$ cat src/rtl/frontend_fetch_queue.sv
// Fetch queue between IFU and IDU: multi-lane enqueue, single-entry dequeue, flush clears all.
// Optional same-cycle empty-queue bypass of lane 0 under `define FRONTEND_FETCH_QUEUE_BYPASS_EN.
module frontend_fetch_queue #(
    parameter int unsigned DEPTH     = 8,
    parameter int unsigned ENQ_WIDTH = 2,
    parameter int unsigned EXC_W     = 16
) (
    input  logic                              clk,
    input  logic                              rst_n,
    input  logic                              flush,
    input  logic [ENQ_WIDTH-1:0]              enq_valid,
    output logic                              enq_ready,
    input  logic [ENQ_WIDTH-1:0][31:0]        enq_pc,
    input  logic [ENQ_WIDTH-1:0][31:0]        enq_inst,
    input  logic [ENQ_WIDTH-1:0][EXC_W-1:0]   enq_exc,
    input  logic [ENQ_WIDTH-1:0][31:0]        enq_except_val,
    input  logic [ENQ_WIDTH-1:0][31:0]        enq_pred_target,
    input  logic [ENQ_WIDTH-1:0]              enq_pred_valid,
    output logic                              deq_valid,
    input  logic                              deq_ready,
    output logic [31:0]                       deq_pc,
    output logic [31:0]                       deq_inst,
    output logic [EXC_W-1:0]                  deq_exc,
    output logic [31:0]                       deq_except_val,
    output logic [31:0]                       deq_pred_target,
    output logic                              deq_pred_valid,
    output logic [$clog2(DEPTH):0]            occupancy
);

    localparam int unsigned PTR_W = $clog2(DEPTH);
    localparam int unsigned CNT_W = PTR_W + 1;

    typedef struct packed {
        logic [31:0]      pc;
        logic [31:0]      inst;
        logic [EXC_W-1:0] exc;
        logic [31:0]      except_val;
        logic [31:0]      pred_target;
        logic             pred_valid;
    } entry_t;

    entry_t             mem_q [DEPTH];
    entry_t             mem_d [DEPTH];
    entry_t             lane_entry [ENQ_WIDTH];
    entry_t             head_entry;
    logic [PTR_W-1:0]   head_q, head_d, tail_q, tail_d, wr_idx;
    logic [CNT_W-1:0]   count_q, count_d, n_store;
    logic [ENQ_WIDTH:0] lane_ok;
    logic [ENQ_WIDTH-1:0] wr_en;
    logic               enq_fire, deq_fire, bypass, bypass_take;

    always_comb begin
        for (int i = 0; i < ENQ_WIDTH; i++) begin
            lane_entry[i] = '{pc: enq_pc[i], inst: enq_inst[i], exc: enq_exc[i],
                              except_val: enq_except_val[i], pred_target: enq_pred_target[i],
                              pred_valid: enq_pred_valid[i]};
        end
    end

    // Space check uses only the registered count; a same-cycle dequeue frees nothing.
    assign enq_ready = (count_q <= CNT_W'(DEPTH - ENQ_WIDTH));
    assign enq_fire  = enq_ready && enq_valid[0];

    // A lane is kept only if every lower lane is valid and fault-free.
    always_comb begin
        lane_ok    = '0;
        wr_en      = '0;
        lane_ok[0] = 1'b1;
        for (int i = 0; i < ENQ_WIDTH; i++) begin
            wr_en[i]     = enq_fire && !flush && lane_ok[i] && enq_valid[i];
            lane_ok[i+1] = lane_ok[i] && enq_valid[i] && (enq_exc[i] == '0);
        end
    end

`ifdef FRONTEND_FETCH_QUEUE_BYPASS_EN
    assign bypass      = (count_q == '0) && enq_fire && !flush;
    assign bypass_take = bypass && deq_ready;
`else
    assign bypass      = 1'b0;
    assign bypass_take = 1'b0;
`endif

    assign deq_fire = (count_q != '0) && deq_ready && !flush;

    always_comb begin
        head_entry      = bypass ? lane_entry[0] : mem_q[head_q];
        deq_valid       = (count_q != '0) || bypass;
        deq_pc          = head_entry.pc;
        deq_inst        = head_entry.inst;
        deq_exc         = head_entry.exc;
        deq_except_val  = head_entry.except_val;
        deq_pred_target = head_entry.pred_target;
        deq_pred_valid  = head_entry.pred_valid;
        occupancy       = count_q;
    end

    always_comb begin
        mem_d   = mem_q;
        head_d  = head_q;
        tail_d  = tail_q;
        count_d = count_q;
        n_store = '0;
        wr_idx  = '0;
        if (flush) begin
            head_d  = '0;
            tail_d  = '0;
            count_d = '0;
        end else begin
            // A bypassed-and-consumed lane 0 is never stored; later lanes shift down one slot.
            for (int i = 0; i < ENQ_WIDTH; i++) begin
                if (wr_en[i] && !(bypass_take && i == 0)) begin
                    wr_idx        = tail_q + PTR_W'(i) - PTR_W'(bypass_take);
                    mem_d[wr_idx] = lane_entry[i];
                    n_store       = n_store + CNT_W'(1);
                end
            end
            tail_d  = tail_q + n_store[PTR_W-1:0];
            head_d  = head_q + PTR_W'(deq_fire);
            count_d = count_q + n_store - CNT_W'(deq_fire);
        end
    end

    always_ff @(posedge clk or negedge rst_n) begin
        if (!rst_n) begin
            head_q  <= '0;
            tail_q  <= '0;
            count_q <= '0;
            for (int i = 0; i < DEPTH; i++) begin
                mem_q[i] <= '0;
            end
        end else begin
            head_q  <= head_d;
            tail_q  <= tail_d;
            count_q <= count_d;
            for (int i = 0; i < DEPTH; i++) begin
                mem_q[i] <= mem_d[i];
            end
        end
    end

`ifndef SYNTHESIS
    enq_valid_contiguous_a: assert property (@(posedge clk) disable iff (!rst_n)
        (((enq_valid >> 1) & ~enq_valid) == '0));
    count_bound_a: assert property (@(posedge clk) disable iff (!rst_n)
        (count_q <= CNT_W'(DEPTH)));
`endif

endmodule

$ cat config.mk
export PLATFORM = sky130hd
export DESIGN_NAME = frontend_fetch_queue
export DESIGN_NICKNAME = d
export VERILOG_FILES = /design/src/rtl/frontend_fetch_queue.sv
export SDC_FILE = /design/constraint.sdc
export NUM_CORES = 2
export LEC_CHECK = 0
export CORE_ASPECT_RATIO = 1.5
export CORE_MARGIN = 8
export CORE_UTILIZATION = 50
export CTS_BUF_LIST = sky130_fd_sc_hd__clkbuf_4
export CTS_CLUSTER_DIAMETER = 60
export DETAILED_ROUTE_END_ITERATION = 8
export PLACE_DENSITY_LB_ADDON = 0.05
export RECOVER_POWER = 25
export SYNTH_ARGS = -nofsm -noshare
export SYNTH_HDL_FRONTEND = slang
export SYNTH_SLANG_ARGS = --single-unit
export TNS_END_PERCENT = 5
$ cat constraint.sdc
create_clock -name clk -period 3.33 [get_ports clk]
set_clock_uncertainty 0.15 [all_clocks]
set_input_delay 0.999 -clock clk [delete_from_list [all_inputs] [get_ports clk]]
set_output_delay 0.999 -clock clk [all_outputs]
set_load 0.1 [all_outputs]
==> flow_summary.toml <==
[die]
rows = 158
num_io_pins = 447
fp.dieH_um = 448
initial_core_util_pct = 50.4
die_w_um = 304
die-area_sq_um = 136000
fp.coreArea_sq_um = 124000

[logic_synthesis]
ys_types = 44
ys_seq_area_share_pct = 47.0
synth.largest_area_cell = "dfrtp_1"
synth_area_per_cell_sq_um = 10.5
synthTopCellsByCount = "dfrtp_1, a221o_1, nor2_1"
syn-cell-area_sq_um = 62300
synthesis.nets = 6231
yosysMostFrequentCell = "dfrtp_1"
ys.flop_type = "dfrtp_1"
netlist_top_cells_area = "dfrtp_1, a221o_1, mux4_2"
synth_warnings = 0
syn_inst = 5921
synth_top_area_share_pct = 47.0
synthArstFlopShare_pct = 100
ys_ff_latch = 1170
synth_edf_count = 0

[grt]
antenna_found_initial = 45
track_usage_pct = 36.0
grt_start_max_net_pins = 106
grt_remaining_overflow = 0
grt_pass1_wl_um = 377000
grt_pass1_vias = 58463

[cells_and_area]
area_growth_pct = 25.0
finalInstanceArea_sq_um = 78000
fin_nets = 6629
drive_above_1_share_pct = 24.4

[timing]
hold_viol_final = 0
drv_slew = 0
slew_headroom_pct = 11.7
period_share_pct = 136
setup_viol = 147
max_freq_mhz = 221
setup_ws_ns = -1.19
rsz0062_at_grt = "yes"
fin_crit_ns = 4.52
tns_ns = -159.42
tightest_slew_ns = 1.32
holdWs_ns = 0.305

[critical_path]
start_kind = "flop"
r2r-end = "occupancy[2]"
regToRegSetupSlack_ns = 0.34
r2r_cells = 12
critPathKind = "reg -> out"
crit_path_end_kind = "output pin"
worstPathArrival_ns = 3.37
worstPathRequired_ns = 2.18
cp_max_fo = 20
reg2reg_from = "occupancy[2]"

[flow_run]
drv_cap = 0

[drt]
drt-vias-per-instance = 6.85
wl_um = 251000
drcViolationCount = 0
first_pass_iters = 7
final_antenna_net_count = 0
wl_per_cell_um = 30.9
num_vias = 55660
initialDrtViolationCount = 6586

[clock_tree]
cts.sinks = 1170
cts.root.buffer_cell = "clkbuf_4"
clk_pin_slew_ns = 0.08
numCtsBuffers = 314
cts_tree = "built"
clk_latency_ns = 1.33
cts_max_level = 5
cts_buffer_depth = 4

[worst_hold_path]
hold_class = "in -> reg"
hold_end = "mem_q[505]"
min_from = "enq_exc[5]"
hold_depth = 3

[pwr]
cellPowerDensity_nw_per_um2 = 706
power_mw = 55.0
leakage_nw = 36.0
ir_drop_v = 0.000995

[placement]
dpl.hpwl_um = 159000
gp_congestion = 0.877
placed_cell_area_sq_um = 74100
dp_slack_ns = -0.815
port-buffer-count = 446

[outcome]
violations = "setup timing"
status = "complete, but fails checks"
[cell type report]
cell class,instances,area (sq um)
Timing Repair Buffer,957,13400
Clock buffer,437,3280
Multi-Input combinational cell,3864,29500
Tap cell,1600,2000
Inverter,12,45.0
Antenna cell,32,80.1
Clock inverter,49,267
Sequential cell,1170,29300
Fill cell,10024,45800
[where the power goes]
part / switching, mW / internal (mW) / total, mW / leakage, nW
clock network: 6.20 / 6.20 / 12.4 / 2.14
registers: 1.35 / 16.6 / 18.0 / 15.8
logic: 14.6 / 10.1 / 24.7 / 18.1
[layout by cell type (no fill, tap or decap), types with 10 or more instances in the layout]
| cell | netlist | layout |
|---|---|---|
| inv_1 | 12 | 11 |
| clkinv_1 | 0 | 41 |
| nor2_4 | 4 | 16 |
| buf_12 | 0 | 429 |
| or3_1 | 11 | 11 |
| clkbuf_4 | 0 | 445 |
| mux4_2 | 290 | 290 |
| dfrtp_1 | 1170 | 1163 |
| nor3b_1 | 146 | 146 |
| clkbuf_2 | 0 | 12 |
| a221o_1 | 1146 | 1146 |
| mux2_2 | 145 | 116 |
| nand2_1 | 1004 | 1003 |
| mux2_4 | 0 | 29 |
| o221a_2 | 11 | 11 |
| buf_4 | 55 | 181 |
| diode_2 | 0 | 32 |
| ha_1 | 12 | 10 |
| nand4_1 | 10 | 10 |
| clkdlybuf4s50_1 | 0 | 294 |
| nor2_1 | 1018 | 1012 |
| clkbuf_1 | 267 | 11 |
[kinds of logic after synthesis]
kind of cell	after synthesis	synth area share [%]
and+or+nand+nor	2249	14.9
DFF	1170	47.0
AOI/OAI and AO/OA	1160	18.6
buffers and inverters	887	6.04
muxes	435	13.1
adders and majority gates	14	0.305
xor gates and xnor gates	6	0.0843
[registers in the layout, indices dropped and copies added (netlist names)]
name and flops:
tail_q 3, mem_q 1160, head_q 3, occupancy 4
[metal layers]
metal / vias up / wire [um] / global-route usage (%)
li1: 22845 / - / -
met1: 27984 / 92100 / 44.9
met2: 3962 / 119000 / 57.9
met3: 839 / 26300 / 9.08
met4: 30 / 13400 / 19.6
met5: - / 196 / 0
[worst max-delay path by stage]
stage | slack (ns) | cells after the start | end | from
after detailed placement | -0.81 | 15 | occupancy[3] | enq_exc[14]
after CTS | -1.29 | 5 | deq_pred_target[26] | head_q[0]
final | -1.19 | 5 | deq_pred_target[29] | head_q[0]
after global placement | -0.95 | 15 | occupancy[3] | enq_exc[14]
after floorplan | -0.17 | 5 | deq_except_val[12] | head_q[0]
after global routing | -1.30 | 5 | deq_pred_target[8] | head_q[0]
[repair_timing]
| item | 4_1_cts | 5_1_grt |
|---|---|---|
| gates resized for setup | 49 | 11 |
| hold buffers | 3 | 0 |
| cloned | 0 | 4 |
| setup endpoints to repair | 149 | 147 |
| hold endpoints to repair | 639 | 0 |
| setup buffers | 2 | 8 |
[per-stage QoR]
step / util [%] / std cells
final: 63.0 / 8121
after global routing: 63.0 / 8114
after detailed placement: 59.9 / 7587
after floorplan: - / 5921
after CTS: 62.9 / 8078
after global placement: 59.9 / 7587
[critical path: stages, from the launching register on]
cell	delay, ns
dfrtp_4	0.45
buf_12	0.25
buf_4	0.24
mux4_2	0.50
mux2_2	0.37
buf_12	0.20
(Power assumes the default switching activity.)
